[config.mk]
export PLATFORM = sky130hd
export DESIGN_NAME = shift_result_stage
export DESIGN_NICKNAME = d
export VERILOG_FILES = /design/src/rtl/shift_result_stage.sv
export SDC_FILE = /design/constraint.sdc
export NUM_CORES = 1
export LEC_CHECK = 0
export CAP_MARGIN = 5
export CORE_MARGIN = 2
export CORE_UTILIZATION = 37
export CTS_CLUSTER_DIAMETER = 100
export DETAILED_ROUTE_END_ITERATION = 8
export MAX_ROUTING_LAYER = met4
export SLEW_MARGIN = 25
export SYNTH_ARGS = -nofsm -noshare
export SYNTH_HDL_FRONTEND = slang
export SYNTH_SLANG_ARGS = --single-unit
[constraint.sdc]
create_clock -name clk -period 5.8 [get_ports clk]
set_clock_uncertainty 0.2 [all_clocks]
set_input_delay 1.16 -clock clk [delete_from_list [all_inputs] [get_ports clk]]
set_output_delay 1.16 -clock clk [all_outputs]
set_load 0.005 [all_outputs]
[src/rtl/shift_result_stage.sv]
// Writeback buffer between the shifter and the register file. Results drain in order,
// and the architectural Z/C flags commit only when a flag-enabled entry retires.
module shift_result_stage #(
  parameter int DATA_W = 8,
  parameter int ADDR_W = 3,
  parameter int DEPTH  = 2
) (
  input  logic                   clk,
  input  logic                   rst_n,
  input  logic                   flush,
  input  logic                   in_valid,
  output logic                   in_ready,
  input  logic [DATA_W-1:0]      shift_out,
  input  logic                   Z,
  input  logic                   C,
  input  logic [ADDR_W-1:0]      dest_addr,
  input  logic                   flag_en,
  output logic                   wb_valid,
  input  logic                   wb_ready,
  output logic [DATA_W-1:0]      wb_data,
  output logic [ADDR_W-1:0]      wb_addr,
  output logic                   z_flag,
  output logic                   c_flag,
  output logic [$clog2(DEPTH):0] count
);

  localparam int PTR_W = $clog2(DEPTH);
  localparam int CNT_W = PTR_W + 1;
  localparam logic [CNT_W-1:0] FULL = CNT_W'(DEPTH);

  logic [DATA_W-1:0] data_mem [DEPTH];
  logic [ADDR_W-1:0] addr_mem [DEPTH];
  logic              z_mem    [DEPTH];
  logic              c_mem    [DEPTH];
  logic              fe_mem   [DEPTH];

  logic [PTR_W-1:0] wr_ptr;
  logic [PTR_W-1:0] rd_ptr;
  logic             push;
  logic             pop;

  // Handshake terms depend only on registered occupancy, so wb_ready never reaches in_ready.
  assign in_ready = (count < FULL);
  assign wb_valid = (count != '0);
  assign push     = in_valid && in_ready;
  assign pop      = wb_valid && wb_ready;

  assign wb_data  = data_mem[rd_ptr];
  assign wb_addr  = addr_mem[rd_ptr];

  // Entry storage carries no reset; contents are meaningless until counted valid.
  always_ff @(posedge clk) begin
    if (push && !flush) begin
      data_mem[wr_ptr] <= shift_out;
      addr_mem[wr_ptr] <= dest_addr;
      z_mem[wr_ptr]    <= Z;
      c_mem[wr_ptr]    <= C;
      fe_mem[wr_ptr]   <= flag_en;
    end
  end

  always_ff @(posedge clk or negedge rst_n) begin
    if (!rst_n) begin
      wr_ptr <= '0;
      rd_ptr <= '0;
      count  <= '0;
      z_flag <= 1'b0;
      c_flag <= 1'b0;
    end else if (flush) begin
      wr_ptr <= '0;
      rd_ptr <= '0;
      count  <= '0;
    end else begin
      // DEPTH is a power of two, so natural pointer overflow is the modulo wrap.
      if (push) wr_ptr <= wr_ptr + 1'b1;
      if (pop) begin
        rd_ptr <= rd_ptr + 1'b1;
        if (fe_mem[rd_ptr]) begin
          z_flag <= z_mem[rd_ptr];
          c_flag <= c_mem[rd_ptr];
        end
      end
      case ({push, pop})
        2'b10:   count <= count + 1'b1;
        2'b01:   count <= count - 1'b1;
        default: count <= count;
      endcase
    end
  end

endmodule

==> results.toml <==
[outcome]
status = "complete, no violations"

[global_route]
grt_pass1_wl_um = 3380
grt_overflow = 0
grt_pass1_vias = 763
antenna_found_initial = 0
grt_use_total_pct = 11.7
grt_max_degree = 16

[clock_network]
cts_setup_buffers = 0
cts-root-buf = "clkbuf_4"
numCtsBuffers = 5
clkLatencyLatePin_ns = 0.32
htree_levels = 2
postCtsResizedCells = 0
cts_buffer_depth = 2
postCtsHoldBufs = 0
path_clk_slew_ns = 0.09
cts_tree = "built"
cts_sinks = 34

[synthesis]
synth-seq-area-share_pct = 75.6
yosysTopAreaCellShare_pct = 64.2
ys.warnings.count = 0
yosysTopAreaCell = "edfxtp_1"
syn_avg_cell_area_um2 = 18.2
syn_area_um2 = 1310
ys_seq_elements = 34
syn-num-nets = 91
synth_area_leaders = "edfxtp_1 (64%), mux2_2 (13%), dfrtp_1 (11%)"
post_synth_num_cell_types = 20
synthCells = 72

[timing]
fmax_mhz = 304
fin_crit_ns = 3.29
tightest_slew_ns = 0.727
setup_slack_ns = 2.51
maxSlewViolCount = 0
relSlewSlack_pct = 51.5
hold_viol = 0
hold-worst-slack_ns = 0.319
rsz0062_at_grt = "false"
fin_setup_tns_ns = 0
period_share_pct = 56.7
setup_viol = 0

[setup_path]
cpMaxStageDelayCell = "dfrtp_1"
cp.arrival_ns = 1.93
critPathMaxStageDelay_ns = 0.76
cp_data_required_time_ns = 4.44
critPathBufInv = 1
path_cells = "mux2_2 -> clkdlybuf4s50_1"
crit_family = "flip-flops"
crit_type = "flip-flop to output pin"
critPathLaunch = "rd_ptr"
crit_path_start_kind = "flip-flop"
critPathMaxFanout = 15
end_kind = "output pin"
timing.rr.start = "count[1]"

[power_and_ir_drop]
intPower_mw = 0.376
pwr-share-clk_pct = 23.7
p_comb_share_pct = 15.5
seq_power_share_pct = 60.7
finalPower_mw = 0.479
power.density_nw_per_um2 = 270
switching_share_pct = 21.6
p_sw_mw = 0.103
p_leak_nw = 0.614
ir_worst_vdd_mv = 0.157

[drt]
drc = 0
wirelength_um = 2050
wl_per_cell_um = 13.0
drtAntennaViolNets = 0
num_vias = 722
drt_pass1_iterations = 4
vias_per_cell = 4.57
drt-initial-drc-count = 13

[cells_and_area]
final_cell_area_um2 = 1770
synthToLayoutAreaGrowth_pct = 35.2
layout-drive-gt1-share_pct = 23.2
finalCoreUtilization_pct = 52.7
final_nets = 131
nFillCells = 302
antenna_cells = 0
instances_no_fill = 158

[die]
start_util_pct = 39.0
ios = 36
die_w_um = 63.5
chipHeight_um = 63.5
row_count = 21
die_area_um2 = 4030
coreArea_um2 = 3360

[placed_design]
placed_area_um2 = 1720
dp.cells = 151
io_buffers = 35
place_congestion = 0.693
preCtsSetupSlack_ns = 2.65
dpl.hpwl_um = 1410

[min_path]
min_from = "c_flag"
hp-class = "flip-flop to flip-flop"

[run]
drv_cap = 0
-- worst paths after layout --
path,slack (ns),cells past startpoint,endpoint
hold / removal,0.32,1,c_flag
setup / recovery,2.51,2,wb_data[2]
min in group asynchronous,0.88,1,c_flag
setup reg to reg,3.79,2,c_mem[1]
max in group asynchronous,4.30,1,count[1]
hold reg to reg,0.32,1,c_flag
-- kinds of logic after synthesis --
kind of cell,count (synthesis),share of synthesized area [%]
AO/OA/AOI/OAI,5,2.10
flip-flops,34,75.6
buffers and inverters,3,1.53
AND/OR/NAND/NOR,11,4.97
multiplexers,17,14.4
XOR/XNOR,2,1.34
-- power by group through the flow --
stage | Combinational (mW) | Clock, mW | Sequential, mW
3_3_place_gp | 0.0743 | 0 | 0.296
6_report | 0.0745 | 0.114 | 0.291
5_1_grt | 0.0806 | 0.131 | 0.294
4_1_cts | 0.0764 | 0.120 | 0.292
2_1_floorplan | 0.0313 | 0 | 0.293
3_5_place_dp | 0.0759 | 0 | 0.297
-- layer usage --
| metal | global-route usage, % | wire (um) |
|---|---|---|
| met1 | 13.0 | 843 |
| met5 | - | 0 |
| met4 | 5.71 | 38 |
| met3 | 4.11 | 96 |
| met2 | 18.7 | 1080 |
-- cell usage after synthesis --
cell	count
xor2_1	2
a21oi_1	2
nor3b_1	1
mux2_2	15
mux2i_1	2
dfrtp_1	6
nor2_1	2
nand2_1	1
o21ai_0	1
a21o_1	1
nor3_1	1
edfxtp_1	28
buf_2	1
nor2b_1	2
nand2b_1	2
or2_2	1
buf_6	1
nor3_2	1
inv_1	1
o21ai_1	1
-- flip-flops by register name (all words and copies together) (netlist names) --
| register | count |
|---|---|
| fe_mem | 2 |
| z_flag | 1 |
| count | 2 |
| addr_mem | 6 |
| c_mem | 2 |
| data_mem | 16 |
| z_mem | 2 |
| c_flag | 1 |
| wr_ptr | 1 |
| rd_ptr | 1 |
-- area by class of cell --
type | count | area [um^2] | share of cell area, %
sequential | 34 | 991 | 55.9
timing repair buffer | 35 | 350 | 19.8
multi-input combinational | 35 | 322 | 18.1
tap | 46 | 57.6 | 3.25
clock buffer | 5 | 37.5 | 2.12
clock inverter | 2 | 10.0 | 0.565
inverter | 1 | 3.75 | 0.212
-- cells in the final DEF, fill, tap and decap left out --
cell / count
nor3b_4: 1
xor2_1: 2
nor3_2: 1
nand2_1: 1
inv_1: 1
nor2_1: 2
o21ai_1: 1
nor3_4: 1
mux2i_1: 2
or2_2: 1
nand2b_1: 2
nor2b_1: 2
clkinv_2: 2
dfrtp_1: 6
a21o_1: 1
clkdlybuf4s50_1: 35
mux2_2: 15
o21ai_0: 1
clkbuf_4: 5
edfxtp_1: 28
a21oi_1: 2
Power figures use the tool's default switching activity.
